--- config.mk ---
export PLATFORM = sky130hd
export DESIGN_NAME = wb_stage
export DESIGN_NICKNAME = d
export VERILOG_FILES = /design/src/rtl/defines_pkg.sv /design/src/rtl/wb_stage_load_align.sv /design/src/rtl/wb_stage.sv
export SDC_FILE = /design/constraint.sdc
export NUM_CORES = 1
export LEC_CHECK = 0
export BUFFER_PORTS_ARGS = -buffer_cell sky130_fd_sc_hd__buf_2
export CORE_MARGIN = 2
export CORE_UTILIZATION = 54
export CTS_CLUSTER_DIAMETER = 80
export DETAILED_ROUTE_END_ITERATION = 6
export PLACE_DENSITY = 0.88
export SLEW_MARGIN = 10
export SYNTH_ARGS = -nofsm -noshare
export SYNTH_HDL_FRONTEND = slang
export SYNTH_HIERARCHICAL = 1
export SYNTH_SLANG_ARGS = --single-unit
--- constraint.sdc ---
create_clock -name clk -period 6.1 [get_ports clk]
set_clock_uncertainty 0.1 [all_clocks]
set_input_delay 1.83 -clock clk [delete_from_list [all_inputs] [get_ports clk]]
set_output_delay 1.83 -clock clk [all_outputs]
set_load 0.05 [all_outputs]
--- src/rtl/defines_pkg.sv ---
// Shared riscy pipeline definitions: datapath width, writeback FSM states,
// load funct3 encodings, opcode and instruction types.
package defines;

   localparam int XLEN = 32;

   // Architectural zero register, never written.
   localparam logic [4:0] NULL = 5'd0;

   typedef enum logic [0:0] {
      IDLE     = 1'b0,
      WAIT_MEM = 1'b1
   } wb_state_t;

   localparam logic [2:0] F3_LB  = 3'b000;
   localparam logic [2:0] F3_LH  = 3'b001;
   localparam logic [2:0] F3_LW  = 3'b010;
   localparam logic [2:0] F3_LD  = 3'b011;
   localparam logic [2:0] F3_LBU = 3'b100;
   localparam logic [2:0] F3_LHU = 3'b101;
   localparam logic [2:0] F3_LWU = 3'b110;

   typedef enum logic [6:0] {
      OPC_LOAD     = 7'b0000011,
      OPC_MISC_MEM = 7'b0001111,
      OPC_OP_IMM   = 7'b0010011,
      OPC_AUIPC    = 7'b0010111,
      OPC_STORE    = 7'b0100011,
      OPC_OP       = 7'b0110011,
      OPC_LUI      = 7'b0110111,
      OPC_BRANCH   = 7'b1100011,
      OPC_JALR     = 7'b1100111,
      OPC_JAL      = 7'b1101111,
      OPC_SYSTEM   = 7'b1110011
   } opcode_t;

   typedef struct packed {
      logic [6:0] funct7;
      logic [4:0] rs2;
      logic [4:0] rs1;
      logic [2:0] funct3;
      logic [4:0] rd;
      opcode_t    opcode;
   } instr_t;

endpackage

--- src/rtl/wb_stage_load_align.sv ---
// Combinational load aligner: extracts the byte/half/word/dword at the byte
// offset, sign- or zero-extends it, and flags misaligned or illegal loads.
module load_align import defines::*; #(
   parameter int XLEN = defines::XLEN
) (
   input  logic [2:0]      funct3,
   input  logic [2:0]      off,
   input  logic [XLEN-1:0] mem_rdata,
   output logic [XLEN-1:0] data,
   output logic            misalign
);

   localparam bit IS64 = (XLEN == 64);

   logic [2:0]      off_eff;
   logic [XLEN-1:0] shifted;

   // On a 32-bit datapath only the low two address bits select a byte.
   assign off_eff = IS64 ? off : {1'b0, off[1:0]};
   assign shifted = mem_rdata >> {off_eff, 3'b000};

   always_comb begin
      data     = '0;
      misalign = 1'b0;
      case (funct3)
         F3_LB:  data = XLEN'($signed(shifted[7:0]));
         F3_LBU: data = XLEN'(shifted[7:0]);
         F3_LH: begin
            data     = XLEN'($signed(shifted[15:0]));
            misalign = off_eff[0];
         end
         F3_LHU: begin
            data     = XLEN'(shifted[15:0]);
            misalign = off_eff[0];
         end
         F3_LW: begin
            data     = XLEN'($signed(shifted[31:0]));
            misalign = (off_eff[1:0] != 2'b00);
         end
         F3_LWU: begin
            data     = XLEN'(shifted[31:0]);
            misalign = !IS64 || (off_eff[1:0] != 2'b00);
         end
         F3_LD: begin
            data     = shifted;
            misalign = !IS64 || (off_eff != 3'b000);
         end
         default: misalign = 1'b1;
      endcase
   end

endmodule

--- src/rtl/wb_stage.sv ---
// Registered writeback stage: per-opcode source select, load alignment and a
// timed wait for memory responses. Optional retire counter: WB_RETIRE_CNT_EN.
module wb_stage import defines::*; #(
   parameter int XLEN         = defines::XLEN,
   parameter int LOAD_TIMEOUT = 16
) (
   input  logic            clk,
   input  logic            rst,
   input  logic            in_valid,
   output logic            in_ready,
   input  instr_t          instr,
   input  logic [XLEN-1:0] alu_result,
   input  logic [XLEN-1:0] pc_p4,
   input  logic            mem_rvalid,
   input  logic [XLEN-1:0] mem_rdata,
   output logic            rf_we,
   output logic [4:0]      rf_waddr,
   output logic [XLEN-1:0] rf_wdata,
   output logic            retire,
   output logic            wb_err
`ifdef WB_RETIRE_CNT_EN
   ,
   output logic [63:0]     retire_cnt
`endif
);

   localparam int CNT_W = $clog2(LOAD_TIMEOUT);
   localparam logic [CNT_W-1:0] CNT_MAX = CNT_W'(LOAD_TIMEOUT - 1);

   wb_state_t        state_q, state_d;
   logic [CNT_W-1:0] cnt_q, cnt_d;
   logic [4:0]       ld_rd_q, ld_rd_d;
   logic [2:0]       ld_f3_q, ld_f3_d;
   logic [2:0]       ld_off_q, ld_off_d;
   logic             rf_we_q, rf_we_d;
   logic [4:0]       rf_waddr_q, rf_waddr_d;
   logic [XLEN-1:0]  rf_wdata_q, rf_wdata_d;
   logic             retire_q, retire_d;
   logic             wb_err_q, wb_err_d;

   logic             waiting;
   logic [2:0]       la_f3;
   logic [2:0]       la_off;
   logic [XLEN-1:0]  la_data;
   logic             la_misalign;
   logic             wr;
   logic [4:0]       wr_rd;
   logic [XLEN-1:0]  wr_data;
   logic             unused_instr;

   assign unused_instr = ^{instr.funct7, instr.rs2, instr.rs1};

   assign waiting  = (state_q == WAIT_MEM);
   assign in_ready = (state_q == IDLE) && !rst;

   // The aligner sees the live instruction in IDLE and the latched load in WAIT_MEM.
   assign la_f3  = waiting ? ld_f3_q  : instr.funct3;
   assign la_off = waiting ? ld_off_q : alu_result[2:0];

   load_align #(.XLEN(XLEN)) u_load_align (
      .funct3    (la_f3),
      .off       (la_off),
      .mem_rdata (mem_rdata),
      .data      (la_data),
      .misalign  (la_misalign)
   );

   always_ff @(posedge clk or posedge rst) begin
      if (rst) begin
         state_q    <= IDLE;
         cnt_q      <= '0;
         ld_rd_q    <= '0;
         ld_f3_q    <= '0;
         ld_off_q   <= '0;
         rf_we_q    <= 1'b0;
         rf_waddr_q <= '0;
         rf_wdata_q <= '0;
         retire_q   <= 1'b0;
         wb_err_q   <= 1'b0;
      end else begin
         state_q    <= state_d;
         cnt_q      <= cnt_d;
         ld_rd_q    <= ld_rd_d;
         ld_f3_q    <= ld_f3_d;
         ld_off_q   <= ld_off_d;
         rf_we_q    <= rf_we_d;
         rf_waddr_q <= rf_waddr_d;
         rf_wdata_q <= rf_wdata_d;
         retire_q   <= retire_d;
         wb_err_q   <= wb_err_d;
      end
   end

   always_comb begin
      state_d  = state_q;
      cnt_d    = cnt_q;
      ld_rd_d  = ld_rd_q;
      ld_f3_d  = ld_f3_q;
      ld_off_d = ld_off_q;
      case (state_q)
         IDLE: begin
            if (in_valid && instr.opcode == OPC_LOAD && !la_misalign && !mem_rvalid) begin
               state_d  = WAIT_MEM;
               cnt_d    = '0;
               ld_rd_d  = instr.rd;
               ld_f3_d  = instr.funct3;
               ld_off_d = alu_result[2:0];
            end
         end
         WAIT_MEM: begin
            if (mem_rvalid || cnt_q == CNT_MAX) begin
               state_d = IDLE;
            end else begin
               cnt_d = cnt_q + 1'b1;
            end
         end
         default: state_d = IDLE;
      endcase
   end

   always_comb begin
      wr       = 1'b0;
      retire_d = 1'b0;
      wb_err_d = 1'b0;
      wr_rd    = instr.rd;
      wr_data  = alu_result;
      if (waiting) begin
         wr_rd   = ld_rd_q;
         wr_data = la_data;
         if (mem_rvalid) begin
            wr       = 1'b1;
            retire_d = 1'b1;
         end else if (cnt_q == CNT_MAX) begin
            wb_err_d = 1'b1;
         end
      end else if (in_valid) begin
         case (instr.opcode)
            OPC_OP, OPC_OP_IMM, OPC_LUI, OPC_AUIPC: begin
               wr       = 1'b1;
               retire_d = 1'b1;
            end
            OPC_JAL, OPC_JALR: begin
               wr       = 1'b1;
               retire_d = 1'b1;
               wr_data  = pc_p4;
            end
            OPC_BRANCH, OPC_STORE, OPC_MISC_MEM, OPC_SYSTEM: retire_d = 1'b1;
            OPC_LOAD: begin
               if (la_misalign) begin
                  wb_err_d = 1'b1;
               end else if (mem_rvalid) begin
                  wr       = 1'b1;
                  retire_d = 1'b1;
                  wr_data  = la_data;
               end
            end
            default: wb_err_d = 1'b1;
         endcase
      end
      rf_we_d    = wr && (wr_rd != NULL);
      rf_waddr_d = rf_we_d ? wr_rd   : rf_waddr_q;
      rf_wdata_d = rf_we_d ? wr_data : rf_wdata_q;
   end

   assign rf_we    = rf_we_q;
   assign rf_waddr = rf_waddr_q;
   assign rf_wdata = rf_wdata_q;
   assign retire   = retire_q;
   assign wb_err   = wb_err_q;

`ifdef WB_RETIRE_CNT_EN
   logic [63:0] retire_cnt_q, retire_cnt_d;

   // Advances together with the retire pulse; wraps naturally at 2^64.
   always_comb begin
      retire_cnt_d = retire_cnt_q + {63'd0, retire_d};
   end

   always_ff @(posedge clk or posedge rst) begin
      if (rst) begin
         retire_cnt_q <= '0;
      end else begin
         retire_cnt_q <= retire_cnt_d;
      end
   end

   assign retire_cnt = retire_cnt_q;
`endif

endmodule

==> results of run 1 <==
## final timing paths
| kind | startpoint | endpoint | slack (ns) | cells after the start |
|---|---|---|---|---|
| worst max-delay path | alu_result[1] | rf_wdata[9] | 1.61 | 12 |
| worst min-delay path | rf_wdata[24] | rf_wdata[24] | 0.39 | 1 |
| worst max register to register | state_q | rf_wdata[9] | 2.05 | 11 |
| worst min register to register | rf_wdata[24] | rf_wdata[24] | 0.39 | 1 |
| max in group asynchronous | rst | state_q | 3.81 | 3 |
| min in group asynchronous | rst | rf_wdata[2] | 1.59 | 3 |
## metal layers
| metal | routed length, um | global-route usage [%] |
|---|---|---|
| met1 | 5390 | 41.1 |
| met2 | 6550 | 49.9 |
| met3 | 1120 | 5.08 |
| met4 | 515 | 13.4 |
| met5 | 0 | 0 |
## power groups by stage
stage / combinational [W] / clock, W / sequential (W)
after floorplan: 0.000167 / 0 / 0.000756
after global placement: 0.000592 / 0 / 0.000486
after detailed placement: 0.000603 / 0 / 0.000490
after CTS: 0.000604 / 0.000225 / 0.000483
after global routing: 0.000640 / 0.000242 / 0.000492
final: 0.000606 / 0.000224 / 0.000483
## metrics by stage
stage / power, W / cell area (um^2) / cells
detailed placement: 0.00109 / 5070 / 701
CTS: 0.00131 / 5170 / 709
finish: 0.00131 / 5170 / 709
global placement: 0.00108 / 5070 / 701
floorplan: 0.000923 / 4330 / 476
global route: 0.00137 / 5170 / 709
## flip-flops by register name, summed over array words and instances (netlist names)
name,flops
cnt_q,4
ld_f3_q,3
ld_off_q,2
ld_rd_q,5
retire,1
rf_waddr,5
rf_wdata,32
rf_we,1
state_q,1
wb_err,1
## layout make-up
class                           instances  area [um^2]  area share (%)
Clock buffer                            5         68.8            1.33
Inverter                               15         56.3            1.09
Sequential cell                        55         1380            26.6
Timing Repair Buffer                  165          851            16.5
Clock inverter                          3         26.3           0.508
Multi-Input combinational cell        364         2660            51.5
Tap cell                              102          128            2.47
## critical path, delay by kind of cell
| family | cells | cell delay (ns) |
|---|---|---|
| buf+inv | 4 | 0.81 |
| mux | 1 | 0.38 |
| compound gates | 4 | 0.80 |
| simple gates | 3 | 0.78 |
==> metrics.md, run 1 <==
| Metric | Value |
|---|---|
| Critical path cell sequence | `buf_2 > inv_1 > o21ai_2 > buf_4 > o31a_1 > o22a_1 > and2b_1 > nand4_1 > o211ai_2 > and2_1 > buf_4 > mux2_2` |
| Post-Syn Nets | `609` |
| Remaining Overflow, GRT | `0` |
| Initial antenna violation count | `0` |
| Area Overhead vs Synth | `19.5%` |
| HP Class | `flip-flop to flip-flop` |
| Comb pwr share | `46.2%` |
| Syn Std Cell Area | `4330 um^2` |
| Max incr delay on CP | `roughly 0.38 ns` |
| Initial Util | `56.0%` |
| Largest net degree at the start of global routing | `56` |
| Diodes inserted | `0` |
| Run status | `finished with violations` |
| First-pass GRT wire length | `21.7 mm` |
| CP endpoint kind | `flip-flop` |
| Tot GR Track Use | `30.9%` |
| Syn avg cell area | `9.09 um^2` |
| Worst IR Drop VDD | `0.135 mV` |
| Vias in the first global route | `4409` |
| Drt drc | `4` |
| IO buf count | `155` |
| Final Core Density | `66.9%` |
| Clock latency on the worst-skew pair | `0.33 ns` |
| Fillcell total | `613` |
| Clk root buf | `clkbuf_8` |
| Share of cells above drive strength 1 | `34.4%` |
| Most frequent cells in the layout | `buf_2, dfrtp_1, nand2_1, a21oi_1, mux2i_1` |
| Hold Vio Cnt, Final | `0` |
| Internal power | `0.000696 W` |
| Critical path peak fanout | `29` |
| Commonest non-fill, non-tap cell in the layout | `buf_2` |
| Die area | `around 8700 um^2` |
| Switching Share | `between 40 and 50%` |
| Final period util | `between 70 and 80%` |
| WP data required | `6.22 ns` |
| Ys Warns | `6` |
| Num CTS Buffers | `5` |
| Crit Path Category | `input pin to flip-flop` |
| Total number of vias | `about 4700` |
| Final setup vio count | `0` |
| Die H | `between 90 and 100 um` |
| Final GP Congestion | `~0.9` |
| Post-Place Setup Slack | `between 1 and 1.5 ns` |
| Cells after synthesis | `476` |
| Post-CTS resize count | `0` |
| Pwr dens | `~250 nW/um^2` |
| Drt via density | `6.63` |
| Slowest CP cell | `mux2_2` |
| TritonCTS Sinks | `55` |
| Setup ws final | `1.61 ns` |
| Post-route ant nets | `0` |
| Hold buffers post-CTS | `0` |
| I/O pins | `173` |
| Maximum Capacitance Violations | `0` |
| Sw power | `0.000617 W` |
| Worst path arrival time | `4.61 ns` |
| Register share of total power | `a little under two fifths` |
| RSZ-0062 raised after global routing | `no` |
| Period minus WS final | `4.49 ns` |
| DR WL/cell | `roughly 19 um` |
| P_leak | `approximately 2.4 nW` |
| Relative slew slack | `36.2%` |
| Cell repeated most along the worst path | `buf_4` |
| FP Rows | `32` |
| Clock share of power | `17.1%` |
| Failing checks | `design-rule violations` |
| Worst Hold Slack | `a little under 0.4 ns` |
| Routed WL | `13.6 mm` |
| CP startpoint kind | `input pin` |
| Worst slew pin tran | `roughly 0.95 ns` |
| Slew Viols, Final | `0` |
| Post-CTS setup buffers | `0` |
| Nets@finish | `739` |
| Fmax | `223 MHz` |
| Setup TNS | `0 ns` |
| Core area | `7730 um^2` |
| H-tree Lvls | `2` |
| CTS tree | `yes` |
| Clk slew on worst S/H paths | `0.10 ns` |
| Half-perimeter wire length after placement | `slightly above 10 mm` |
| Max Buffers Root-to-Sink | `2` |
| Initial DRC Count | `618` |
| Die width | `93.5 um` |
| Pre-Repair DR Iteration Count | `7` |
(Power assumes the default switching activity.)
==> inputs of run 2 (changes only) <==
Settings changed: CORE_UTILIZATION 54 to 45, PLACE_DENSITY 0.88 to 0.78.
Clock period 6.1 ns to 4.1 ns, I/O delays scaled along.
==> metrics.md, run 2 (synthesis results as in run 1) <==
| Metric | Value |
|---|---|
| Setup TNS | `0 ns` |
| Relative slew slack | `34.8%` |
| Run status | `complete, no violations` |
| CTS tree | `yes` |
| Area Overhead vs Synth | `22.4%` |
| Commonest non-fill, non-tap cell in the layout | `buf_2` |
| P_leak | `2.48 nW` |
| Worst IR Drop VDD | `~0.16 mV` |
| Worst path arrival time | `3.58 ns` |
| Total number of vias | `approximately 4700` |
| Initial Util | `between 40% and 50%` |
| Core area | `between 9000 and 10000 um^2` |
| Critical Path Source | `alu_result[1]` |
| Placed Instances | `738` |
| Switching Share | `46.9%` |
| RSZ-0062 raised after global routing | `no` |
| WP data required | `4.21 ns` |
| Termination of the worst setup path | `rf_wdata[8]` |
| I/O pins | `roughly 170` |
| Worst Reg2Reg Path Length in Cells | `9` |
| Post-CTS setup buffers | `0` |
| Largest net degree at the start of global routing | `37` |
| Fillcell total | `866` |
| Worst slew pin tran | `slightly below 1 ns` |
| Period minus WS final | `3.47 ns` |
| Final GP Congestion | `0.883` |
| Drt drc | `0` |
| Routed length on met3 | `1.14 mm` |
| Clock share of power | `17.1%` |
| Initial antenna violation count | `0` |
| Critical R2R Capture | `rf_wdata[17]` |
| Comb pwr share | `a little under half` |
| Fmax | `289 MHz` |
| Clk slew on worst S/H paths | `0.11 ns` |
| Initial DRC Count | `between 400 and 500` |
| Register share of total power | `36.6%` |
| Non-Filler Instances | `about 750` |
| Top sig layer | `met4` |
| Die area | `between 10000 and 15000 um^2` |
| Nets@finish | `approximately 750` |
| Share of cells above drive strength 1 | `35.5%` |
| HP Class | `flip-flop to flip-flop` |
| IO buf count | `~160` |
| Clock latency on the worst-skew pair | `0.33 ns` |
| Final Instance Area | `approximately 5300 um^2` |
| Placed cell area | `a little over 5000 um^2` |
| WL met1 | `5.66 mm` |
| Met2 Wirelength | `6.94 mm` |
| Half-perimeter wire length after placement | `10.6 mm` |
| Multi-input gate area | `2660 um^2` |
| Sw power | `0.000919 W` |
| Vias in the first global route | `4510` |
| Final period util | `84.5%` |
| Slew Viols, Final | `0` |
| Post-CTS resize count | `0` |
| Clk root buf | `clkbuf_8` |
| Maximum Capacitance Violations | `0` |
| TritonCTS Sinks | `between 50 and 60` |
| CP startpoint kind | `input pin` |
| Remaining Overflow, GRT | `0` |
| Die H | `approximately 100 um` |
| Drt via density | `6.28` |
| Reg2reg setup slack | `0.69 ns` |
| Critical path peak fanout | `27` |
| Routed WL | `14.1 mm` |
| DR WL/cell | `19.0 um` |
| Internal power | `0.00104 W` |
| Crit Path Category | `input pin to flip-flop` |
| Pre-Repair DR Iteration Count | `6` |
| Tot GR Track Use | `between 20% and 30%` |
| Post-route ant nets | `0` |
| Most frequent cells in the layout | `buf_2, dfrtp_1, nand2_1, a21oi_1, mux2i_1` |
| Pwr dens | `370 nW/um^2` |
| Max reg flops | `32` |
| Max Buffers Root-to-Sink | `2` |
| Setup ws final | `0.634 ns` |
| Hold buffers post-CTS | `0` |
| Die width | `slightly above 100 um` |
| H-tree Lvls | `2` |
| Hold path startpoint | `ld_f3_q[0]` |
| Post-Place Setup Slack | `0.335 ns` |
| Num CTS Buffers | `5` |
| Diodes inserted | `0` |
| Worst Hold Slack | `a little under 0.4 ns` |
| Reg area | `1380 um^2` |
| Hold Vio Cnt, Final | `0` |
| First-pass GRT wire length | `21.7 mm` |
| CP endpoint kind | `flip-flop` |
| FP Rows | `35` |
| RR Startpoint | `state_q` |
| Final setup vio count | `0` |
-- run 2: cell count changes in the layout (fill, tap and decap cells not counted), sizes merged --
cell | before | now
inv | 17 | 16
buf | 165 | 175
clkinv | 1 | 2
-- run 2: how the worst min path moves through the flow --
stage | endpoint | slack [ns] | depth (start not counted)
2_1_floorplan | ld_f3_q[0] | 0.34 | 2
3_3_place_gp | ld_f3_q[0] | 0.36 | 2
3_5_place_dp | ld_f3_q[0] | 0.36 | 2
4_1_cts | ld_f3_q[0] | 0.39 | 2
5_1_grt | ld_f3_q[0] | 0.40 | 2
6_report | ld_f3_q[0] | 0.39 | 2
-- run 2: metrics by stage --
stage	utilization, %	total power, W
6_report	57.0	0.00196
4_1_cts	57.0	0.00196
5_1_grt	57.0	0.00205
3_5_place_dp	56.0	0.00163
2_1_floorplan	-	0.00137
3_3_place_gp	56.0	0.00161
-- run 2: cell type report --
type,instances,share of cell area [%]
multi-input combinational,364,50.3
sequential,55,26.0
timing repair buffer,175,17.7
tap,129,3.05
clock buffer,5,1.30
inverter,15,1.06
clock inverter,3,0.544
-- run 2: worst max-delay path, cell delays in order --
cell and delay, ns:
buf_2 0.08, inv_1 0.08, o21ai_2 0.14, buf_4 0.34, mux4_2 0.61, nand3b_2 0.18, o21ai_0 0.21, mux2i_1 0.22
o221ai_1 0.16, mux2_1 0.32
-- run 2: power by group through the flow --
stage	logic (W)	clock network [W]	registers (W)
finish	0.000905	0.000336	0.000718
global route	0.000957	0.000361	0.000732
CTS	0.000903	0.000339	0.000719
detailed placement	0.000901	0	0.000729
global placement	0.000888	0	0.000726
floorplan	0.000248	0	0.00113
-- run 2: metal layers --
metal	up-vias	GRT usage (%)
met5	-	0
met1	2238	33.7
met4	0	9.64
li1	2133	-
met2	276	44.9
met3	40	4.17
==> inputs of run 3 (changes only) <==
Clock period 4.1 ns to 3 ns, I/O delays scaled along.
==> metrics.md, run 3 (synthesis results as in run 1) <==
| Metric | Value |
|---|---|
| HP Class | `flip-flop to flip-flop` |
| Worst Hold Slack | `roughly 0.39 ns` |
| Share of cells above drive strength 1 | `approximately 40%` |
| Critical path peak fanout | `9` |
| Global-route track usage on met2 | `44.5%` |
| Max incr delay on CP | `0.37 ns` |
| Placed Instances | `773` |
| Final GP Congestion | `0.912` |
| Pwr dens | `494 nW/um^2` |
| CP startpoint kind | `input pin` |
| Largest net degree at the start of global routing | `slightly above 40` |
| Run status | `finished with violations` |
| First-pass GRT wire length | `21.4 mm` |
| Die H | `about 100 um` |
| DR WL/cell | `18.3 um` |
| Slew Viols, Final | `0` |
| Drt drc | `1` |
| Period minus WS final | `between 2 and 3 ns` |
| Die width | `102 um` |
| I/O pins | `173` |
| Maximum Capacitance Violations | `0` |
| Commonest non-fill, non-tap cell in the layout | `buf_2` |
| Tot GR Track Use | `around a quarter` |
| Multi-input gate area | `2740 um^2` |
| Initial DRC Count | `448` |
| Max reg flops | `32` |
| CP endpoint kind | `flip-flop` |
| GRT busiest layer | `met2` |
| CP Depth | `9` |
| Worst Hold Depth | `2` |
| Core area | `9280 um^2` |
| Half-perimeter wire length after placement | `10.9 mm` |
| FP Rows | `35` |
| Num CTS Buffers | `5` |
| Most frequent cells in the layout | `buf_2, dfrtp_1, buf_4` |
| Vias in the first global route | `between 4000 and 5000` |
| Crit Path Category | `input pin to flip-flop` |
| CTS tree | `yes` |
| Initial antenna violation count | `0` |
| Slowest CP cell | `a221o_1` |
| Drt via density | `6.10` |
| Worst slew pin tran | `approximately 0.93 ns` |
| Pre-Repair DR Iteration Count | `7` |
| Nets@finish | `785` |
| Hold buffers post-CTS | `0` |
| Met3 usage | `3.90%` |
| Worst IR Drop VDD | `0.418 mV` |
| Fillcell total | `824` |
| Worst path buffer plus inverter count | `1` |
| Diodes inserted | `0` |
| Routed WL | `between 10 and 15 mm` |
| H-tree Lvls | `2` |
| Initial Util | `46.6%` |
| Clk root buf | `clkbuf_8` |
| Worst path arrival time | `3.04 ns` |
| Max Buffers Root-to-Sink | `2` |
| Final setup vio count | `0` |
| Die area | `10400 um^2` |
| WP data required | `3.12 ns` |
| Relative slew slack | `38.3%` |
| Clk slew on worst S/H paths | `0.11 ns` |
| Delay-heaviest family, CP | `compound AO/OA/AOI/OAI gates` |
| Reg area | `~1400 um^2` |
| Critical path cell sequence | `buf_2 > mux2_2 > o31a_1 > o22a_1 > and2b_2 > nand3_1 > and3b_2 > a221o_1 > mux2_4` |
| Total number of vias | `4771` |
| Fmax | `between 300 and 400 MHz` |
| Remaining Overflow, GRT | `0` |
| Failing checks | `design-rule violations` |
| Met1 Usage GRT | `~33%` |
| Post-route ant nets | `0` |
| Area Overhead vs Synth | `33.1%` |
| Non-Filler Instances | `782` |
| Hold Vio Cnt, Final | `0` |
| Final period util | `97.4%` |
| P_leak | `2.74 nW` |
| Worst Reg2Reg Path Length in Cells | `8` |
| TritonCTS Sinks | `55` |
| Clock latency on the worst-skew pair | `0.32 ns` |
| IO buf count | `155` |
==> run 3: worst register-to-register path: stages, from the launching register on <==
cell     delay, ns
dfrtp_2       0.50
mux2_2        0.38
o31a_1        0.28
o22a_1        0.19
and2b_2       0.28
nand3_1       0.09
and3b_2       0.31
a221o_1       0.37
mux2_4        0.25
==> run 3: routing by layer <==
metal,wire (um),up-vias
met2,7000,253
met4,418,0
li1,-,2208
met5,0,-
met3,1100,46
met1,5820,2264
==> run 3: area by class of cell <==
type	instances	share of cell area (%)
clock inverter	3	0.826
timing repair buffer	211	22.4
inverter	15	1.20
tap	129	2.80
sequential	55	23.9
clock buffer	5	1.20
multi-input combinational	364	47.6
==> run 3: stage by stage <==
| stage | worst slack [ns] | power [W] | utilization, % | setup TNS, ns | area (um^2) |
|---|---|---|---|---|---|
| floorplan | -0.330 | 0.00193 | - | -9.81 | 4470 |
| global placement | -0.281 | 0.00230 | 60.4 | -7.56 | 5610 |
| detailed placement | -0.295 | 0.00232 | 60.4 | -8.00 | 5610 |
| CTS | 0.0344 | 0.00285 | 61.6 | 0 | 5720 |
| global route | -0.0172 | 0.00296 | 62.0 | -0.0172 | 5760 |
| finish | 0.0778 | 0.00284 | 62.0 | 0 | 5760 |
==> run 3: path summary, 6_finish.rpt <==
kind,from,slack (ns),end
min in group asynchronous,rst,0.58,ld_rd_q[2]
max in group asynchronous,rst,1.63,state_q
worst max-delay path,instr[14],0.08,rf_wdata[9]
worst min-delay path,ld_f3_q[2],0.39,ld_f3_q[2]
worst max register to register,state_q,0.15,rf_wdata[9]
worst min register to register,ld_f3_q[2],0.39,ld_f3_q[2]
==> run 3: timing repair <==
item                                    4_1_cts  5_1_grt
endpoints found under the setup margin        0       25
buffers inserted                              0        1
gates resized for setup                       0        5
==> run 3: power breakdown <==
| part | switching (W) | internal [W] | total [W] |
|---|---|---|---|
| logic | 0.000901 | 0.000428 | 0.00133 |
| clock network | 0.000275 | 0.000254 | 0.000529 |
| registers | 0.0000872 | 0.000898 | 0.000985 |
| total | 0.00126 | 0.00158 | 0.00284 |
